File: src/rtl/sum_channel_scaler.sv
// N-channel affine conditioner: out[k] = sat((sum + offset[k]) * gain[k]), 3-stage pipeline.
// Define SUM_SCALER_SAT_FLAG_EN to add sticky per-channel saturation flags (sat_flags/sat_clear).
module sum_channel_scaler #(
    parameter int unsigned NUM_CH    = 4,
    parameter int unsigned IN_W      = 16,
    parameter int unsigned IN_FRAC   = 15,
    parameter int unsigned GAIN_W    = 10,
    parameter int unsigned GAIN_FRAC = 7,
    parameter int unsigned OUT_W     = 24,
    parameter int unsigned OUT_FRAC  = 20,
    parameter int unsigned ADDR_W    = (NUM_CH > 1) ? $clog2(NUM_CH) : 1,
    parameter int unsigned CFG_W     = (IN_W > GAIN_W) ? IN_W : GAIN_W
) (
    input  logic                     clk,
    input  logic                     reset,
    input  logic                     in_valid,
    input  logic signed [IN_W-1:0]   in_sample,
    output logic                     out_valid,
    output logic [NUM_CH*OUT_W-1:0]  out_data,
    input  logic                     cfg_we,
    input  logic                     cfg_sel,
    input  logic [ADDR_W-1:0]        cfg_addr,
    input  logic [CFG_W-1:0]         cfg_wdata,
    input  logic                     cfg_commit,
    output logic                     cfg_pending
`ifdef SUM_SCALER_SAT_FLAG_EN
    ,
    output logic [NUM_CH-1:0]        sat_flags,
    input  logic                     sat_clear
`endif
);

    localparam int unsigned A_W    = IN_W + 1;
    localparam int unsigned P_W    = A_W + GAIN_W;
    localparam int unsigned P_FRAC = IN_FRAC + GAIN_FRAC;
    localparam int unsigned DROP   = (P_FRAC > OUT_FRAC) ? P_FRAC - OUT_FRAC : 0;
    localparam int unsigned LSH    = (OUT_FRAC > P_FRAC) ? OUT_FRAC - P_FRAC : 0;
    // One guard bit so the rounding add cannot wrap.
    localparam int unsigned AL_W   = P_W + 1 + LSH;
    localparam int unsigned RND_SH = (DROP > 0) ? DROP - 1 : 0;

    localparam logic signed [AL_W-1:0]   RND      = (DROP > 0) ? (AL_W'(1) <<< RND_SH) : '0;
    localparam logic signed [GAIN_W-1:0] GAIN_ONE = GAIN_W'(1) <<< GAIN_FRAC;
    localparam logic [OUT_W-1:0]         OUT_MAX  = {1'b0, {(OUT_W-1){1'b1}}};
    localparam logic [OUT_W-1:0]         OUT_MIN  = {1'b1, {(OUT_W-1){1'b0}}};

    // Coefficient banks
    logic signed [IN_W-1:0]   off_sh_q   [NUM_CH];
    logic signed [IN_W-1:0]   off_sh_d   [NUM_CH];
    logic signed [IN_W-1:0]   off_act_q  [NUM_CH];
    logic signed [GAIN_W-1:0] gain_sh_q  [NUM_CH];
    logic signed [GAIN_W-1:0] gain_sh_d  [NUM_CH];
    logic signed [GAIN_W-1:0] gain_act_q [NUM_CH];
    logic                     addr_ok;
    logic                     wr_ok;

    always_comb begin
        addr_ok = ({1'b0, cfg_addr} < (ADDR_W+1)'(NUM_CH));
        wr_ok   = cfg_we && addr_ok;
        for (int k = 0; k < int'(NUM_CH); k++) begin
            off_sh_d[k]  = off_sh_q[k];
            gain_sh_d[k] = gain_sh_q[k];
            if (wr_ok && (cfg_addr == ADDR_W'(k))) begin
                if (cfg_sel) begin
                    gain_sh_d[k] = cfg_wdata[GAIN_W-1:0];
                end else begin
                    off_sh_d[k] = cfg_wdata[IN_W-1:0];
                end
            end
        end
    end

    // Commit copies the post-write shadow, so a same-cycle write is included.
    always_ff @(posedge clk or negedge reset) begin
        if (!reset) begin
            for (int k = 0; k < int'(NUM_CH); k++) begin
                off_sh_q[k]   <= '0;
                off_act_q[k]  <= '0;
                gain_sh_q[k]  <= GAIN_ONE;
                gain_act_q[k] <= GAIN_ONE;
            end
            cfg_pending <= 1'b0;
        end else begin
            for (int k = 0; k < int'(NUM_CH); k++) begin
                off_sh_q[k]  <= off_sh_d[k];
                gain_sh_q[k] <= gain_sh_d[k];
                if (cfg_commit) begin
                    off_act_q[k]  <= off_sh_d[k];
                    gain_act_q[k] <= gain_sh_d[k];
                end
            end
            if (cfg_commit) begin
                cfg_pending <= 1'b0;
            end else if (wr_ok) begin
                cfg_pending <= 1'b1;
            end
        end
    end

    // Pipeline registers
    logic                     v1_q;
    logic                     v2_q;
    logic signed [A_W-1:0]    a_q  [NUM_CH];
    logic signed [GAIN_W-1:0] g1_q [NUM_CH];
    logic signed [P_W-1:0]    p_q  [NUM_CH];
    logic [OUT_W-1:0]         sat_val [NUM_CH];
`ifdef SUM_SCALER_SAT_FLAG_EN
    logic                     sat_hit [NUM_CH];
`endif

    // S1 snapshots offset and gain together so the sample sees one coherent set.
    always_ff @(posedge clk or negedge reset) begin
        if (!reset) begin
            v1_q <= 1'b0;
            v2_q <= 1'b0;
            for (int k = 0; k < int'(NUM_CH); k++) begin
                a_q[k]  <= '0;
                g1_q[k] <= '0;
                p_q[k]  <= '0;
            end
        end else begin
            v1_q <= in_valid;
            v2_q <= v1_q;
            for (int k = 0; k < int'(NUM_CH); k++) begin
                if (in_valid) begin
                    a_q[k]  <= A_W'(in_sample) + A_W'(off_act_q[k]);
                    g1_q[k] <= gain_act_q[k];
                end
                if (v1_q) begin
                    p_q[k] <= P_W'(a_q[k]) * P_W'(g1_q[k]);
                end
            end
        end
    end

    // S3 alignment: round half toward +inf, then saturate.
    for (genvar k = 0; k < NUM_CH; k++) begin : g_ch
        logic signed [AL_W-1:0] ext;
        logic signed [AL_W-1:0] aligned;

        always_comb begin
            ext     = AL_W'(p_q[k]) + RND;
            aligned = (ext >>> DROP) <<< LSH;
        end

        if (AL_W > OUT_W) begin : g_sat
            logic [AL_W-OUT_W:0] hi;
            logic                ovf;
            assign hi  = aligned[AL_W-1:OUT_W-1];
            assign ovf = !((&hi) || !(|hi));
            assign sat_val[k] = !ovf           ? aligned[OUT_W-1:0] :
                                aligned[AL_W-1] ? OUT_MIN : OUT_MAX;
`ifdef SUM_SCALER_SAT_FLAG_EN
            assign sat_hit[k] = ovf;
`endif
        end else begin : g_nosat
            assign sat_val[k] = OUT_W'(aligned);
`ifdef SUM_SCALER_SAT_FLAG_EN
            assign sat_hit[k] = 1'b0;
`endif
        end
    end

    always_ff @(posedge clk or negedge reset) begin
        if (!reset) begin
            out_valid <= 1'b0;
            out_data  <= '0;
        end else begin
            out_valid <= v2_q;
            if (v2_q) begin
                for (int k = 0; k < int'(NUM_CH); k++) begin
                    out_data[k*OUT_W +: OUT_W] <= sat_val[k];
                end
            end
        end
    end

`ifdef SUM_SCALER_SAT_FLAG_EN
    logic [NUM_CH-1:0] sat_set;

    always_comb begin
        sat_set = '0;
        for (int k = 0; k < int'(NUM_CH); k++) begin
            sat_set[k] = v2_q && sat_hit[k];
        end
    end

    // A new saturation event beats a simultaneous clear.
    always_ff @(posedge clk or negedge reset) begin
        if (!reset) begin
            sat_flags <= '0;
        end else begin
            sat_flags <= (sat_clear ? '0 : sat_flags) | sat_set;
        end
    end
`endif

endmodule

File: config.mk
export PLATFORM = sky130hd
export DESIGN_NAME = sum_channel_scaler
export DESIGN_NICKNAME = d
export VERILOG_FILES = /design/src/rtl/sum_channel_scaler.sv
export SDC_FILE = /design/constraint.sdc
export NUM_CORES = 2
export LEC_CHECK = 0
export BUFFER_PORTS_ARGS = -buffer_cell sky130_fd_sc_hd__buf_2
export CORE_ASPECT_RATIO = 1.25
export CORE_MARGIN = 8
export CORE_UTILIZATION = 65
export DETAILED_ROUTE_END_ITERATION = 8
export PLACE_DENSITY = 0.9
export SYNTH_ARGS = -nofsm -noshare
export SYNTH_HDL_FRONTEND = slang
export SYNTH_SLANG_ARGS = --single-unit
File: constraint.sdc
create_clock -name clk -period 14.5 [get_ports clk]
set_input_delay 0.725 -clock clk [delete_from_list [all_inputs] [get_ports clk]]
set_output_delay 0.725 -clock clk [all_outputs]
set_load 0.01 [all_outputs]
==> flow_metrics.tcl <==
set metrics [dict create \
    worstPathRequired_ns 15.02 \
    crit_path_max_incr_delay_ns 0.77 \
    gp_congestion 0.903 \
    mostFrequentLayoutCell "inv_1" \
    yosysSeqAreaShare_pct 26.7 \
    hold_viol 0 \
    drive_above_1_share_pct 13.5 \
    skew_ns 0.0206 \
    hold_buffers 0 \
    clkSinkCount 520 \
    async_flop_share_pct 100 \
    syn2layout_area_growth_pct 6.31 \
    fin_setup_tns_ns 0 \
    syn-instance-count 4900 \
    io_pins 138 \
    grt_start_max_net_pins 199 \
    synth-warning-count 0 \
    r2r_slack_ns 8.47 \
    critPathMaxFanout 18 \
    grt.total_usage_pct 27.3 \
    cp_cell_sequence "nand2_1, fa_1, fa_1, inv_1, fa_1, fa_1, inv_1, fa_1, inv_1, ha_1, a21oi_1, o21ai_0, a211oi_1, a21boi_0, nor2b_1, o41a_1, xor2_1, mux2_2" \
    syn_nets 5852 \
    avgSynthCellArea_um2 9.94 \
    grt_first_pass_wirelength_um 186000 \
    clkLatencyLatePin_ns 0.64 \
    cts_buffers 54 \
    post-route-drc-count 0 \
    first_iter_violations 2439 \
    synth_area_um2 48700 \
    timing.rr.end "p_q[100]$_DFFE_PN0P_" \
    drv_slew 0 \
    ant_nets 0 \
    post_cts_resized 0 \
    synth-edff-count 0 \
    drv_cap 0 \
    die-area_um2 84000 \
    synth.distinct_cells 89 \
    worstPathArrival_ns 6.55 \
    max-slew-margin-rel_pct 19.8 \
    routedWlPerCell_um 18.9 \
    grt_antenna_before_repair 7 \
    via_per_inst 5.95 \
    grt_pass1_vias 38300 \
    crit_path_start_kind "flop" \
    clk_pin_slew_ns 0.07 \
    crit_slowest_cell "dfrtp_1" \
    synth_seq_cells 520 \
    fin_crit_sh_pct 41.6 \
    critPathLaunch "g1_q[31]$_DFFE_PN0P_" \
    vias 35100 \
    finalSetupViolations 0 \
    nets 5838 \
    synthFlopType "dfrtp_1" \
    dr.pass1.iters 6 \
    start_util_pct 65.5 \
    period_minus_slack_ns 6.03 \
    cts_setup_buffers 0 \
    gr-total-overflow 0 \
    worstHoldPathType "input pin to async pin" \
    cp-end-kind "flop" \
    cts_tree "built" \
    row_count 112 \
    cts_htree_levels 2 \
    wl_um 112000 \
    die_h_um 322 \
    cp_common_cell "fa_1" \
    dp_hpwl_um 82300 \
    tightest_slew_ns 1.20 \
    rr_startpoint "g1_q[31]$_DFFE_PN0P_" \
    status "finished, final reports clean" \
    clock-root-buffer "clkbuf_16" \
    die_w_um 261 \
    rr_worst_depth 18 \
    core_um2 74400 \
    clockBufferDepth 3 \
    numPortBuffers 137 \
    rsz0062_at_grt "no" \
    worst-setup-path-type "flop to flop" \
    max_freq_ghz 0.166 \
    final_cell_mix "835 x inv_1, 592 x fa_1, 519 x nand2_1" \
]
logic make-up (layout without fill, tap and decap cells):
kind of cell,Yosys count,after routing,share of synthesized area [%]
simple gates,1278,1278,12.5
buf+inv,1059,1090,8.30
fa+ha+maj,912,912,32.5
compound gates,545,545,7.54
flops,520,520,26.7
mux,357,357,8.24
xor+xnor,229,229,4.12
other cells,0,3,0
cells in the mapped netlist (5+ instances only):
master / number / area share, %
nand3_1: 59 / 0.61
buf_6: 5 / 0.12
and2_1: 248 / 3.2
dfstp_2: 8 / 0.43
buf_2: 10 / 0.10
dfrtp_1: 512 / 26
o21ai_0: 83 / 0.85
xnor2_1: 151 / 2.7
or3_1: 12 / 0.15
nand3b_1: 6 / 0.092
a21oi_1: 158 / 1.6
inv_1: 835 / 6.4
a31oi_1: 12 / 0.15
mux2_2: 353 / 8.2
a21boi_0: 7 / 0.11
nor3b_1: 7 / 0.11
o31ai_1: 16 / 0.25
o22a_1: 31 / 0.56
o21a_1: 26 / 0.40
or2_2: 9 / 0.12
a211oi_1: 22 / 0.34
a2111oi_0: 6 / 0.11
o21bai_1: 11 / 0.17
o21ai_1: 5 / 0.051
nand2b_1: 26 / 0.33
nor2b_1: 36 / 0.46
nand4_1: 14 / 0.18
xor2_1: 78 / 1.4
o22a_2: 16 / 0.33
a21o_1: 69 / 1.1
nor4_1: 5 / 0.064
clkbuf_1: 186 / 1.4
nor2_1: 239 / 1.8
a211o_1: 7 / 0.13
o211ai_1: 20 / 0.31
buf_1: 17 / 0.13
ha_1: 320 / 8.2
fa_1: 592 / 24
nor3_1: 32 / 0.33
and3_1: 35 / 0.45
nand2_1: 519 / 4.0
sequential cells by signal, indices dropped and copies added (netlist names), 40 cells and up:
name and count:
gain_sh_q 40, p_q 104, a_q 68, g1_q 40, off_sh_q 64, gain_act_q 40, off_act_q 64, out_data 96
metrics by stage:
step	setup WS [ns]	area [µm²]	hold WS (ns)	util, %	cells
2_1_floorplan	8.87	48700	0.352	-	4900
3_3_place_gp	8.74	49900	0.460	67.0	5799
3_5_place_dp	8.52	49900	0.467	67.0	5799
4_1_cts	8.53	51800	0.169	69.6	5900
5_1_grt	8.13	51800	0.163	69.6	5900
6_report	8.47	51800	0.100	69.6	5903
critical path, delay by kind of cell (launching register included):
family          cells  cell delay, ns
fa+ha+maj           6            2.96
compound gates      5            1.28
flops               1            0.77
simple gates        2            0.30
mux                 1            0.26
buf+inv             3            0.18
xor+xnor            1            0.15
cell type report:
| cell class | count | area (µm²) |
|---|---|---|
| multi-input cells | 3321 | 31700 |
| fillers | 4985 | 22600 |
| flip-flops and latches | 520 | 13000 |
| inverters | 836 | 3140 |
| clock buffers | 72 | 1560 |
| well taps | 969 | 1210 |
| repair buffers | 153 | 833 |
| clock inverters | 29 | 332 |
| diodes | 3 | 7.51 |
layer usage:
layer  vias up  wire (µm)  global-route usage (%)
li1      15500          -                       -
met1     17700      40600                    31.6
met2      1480      56600                    48.3
met3       448       8610                    5.12
met4         6       5950                    13.6
met5         -         41                       0
how the worst max path moves through the flow:
stage / to
detailed placement: p_q[53]$_DFFE_PN0P_
global route: p_q[26]$_DFFE_PN0P_
finish: p_q[100]$_DFFE_PN0P_
CTS: p_q[53]$_DFFE_PN0P_
global placement: p_q[80]$_DFFE_PN0P_
floorplan: p_q[53]$_DFFE_PN0P_
Power is not shown: default switching activity piles up to over one toggle a cycle in this logic, so the estimate is an artifact.
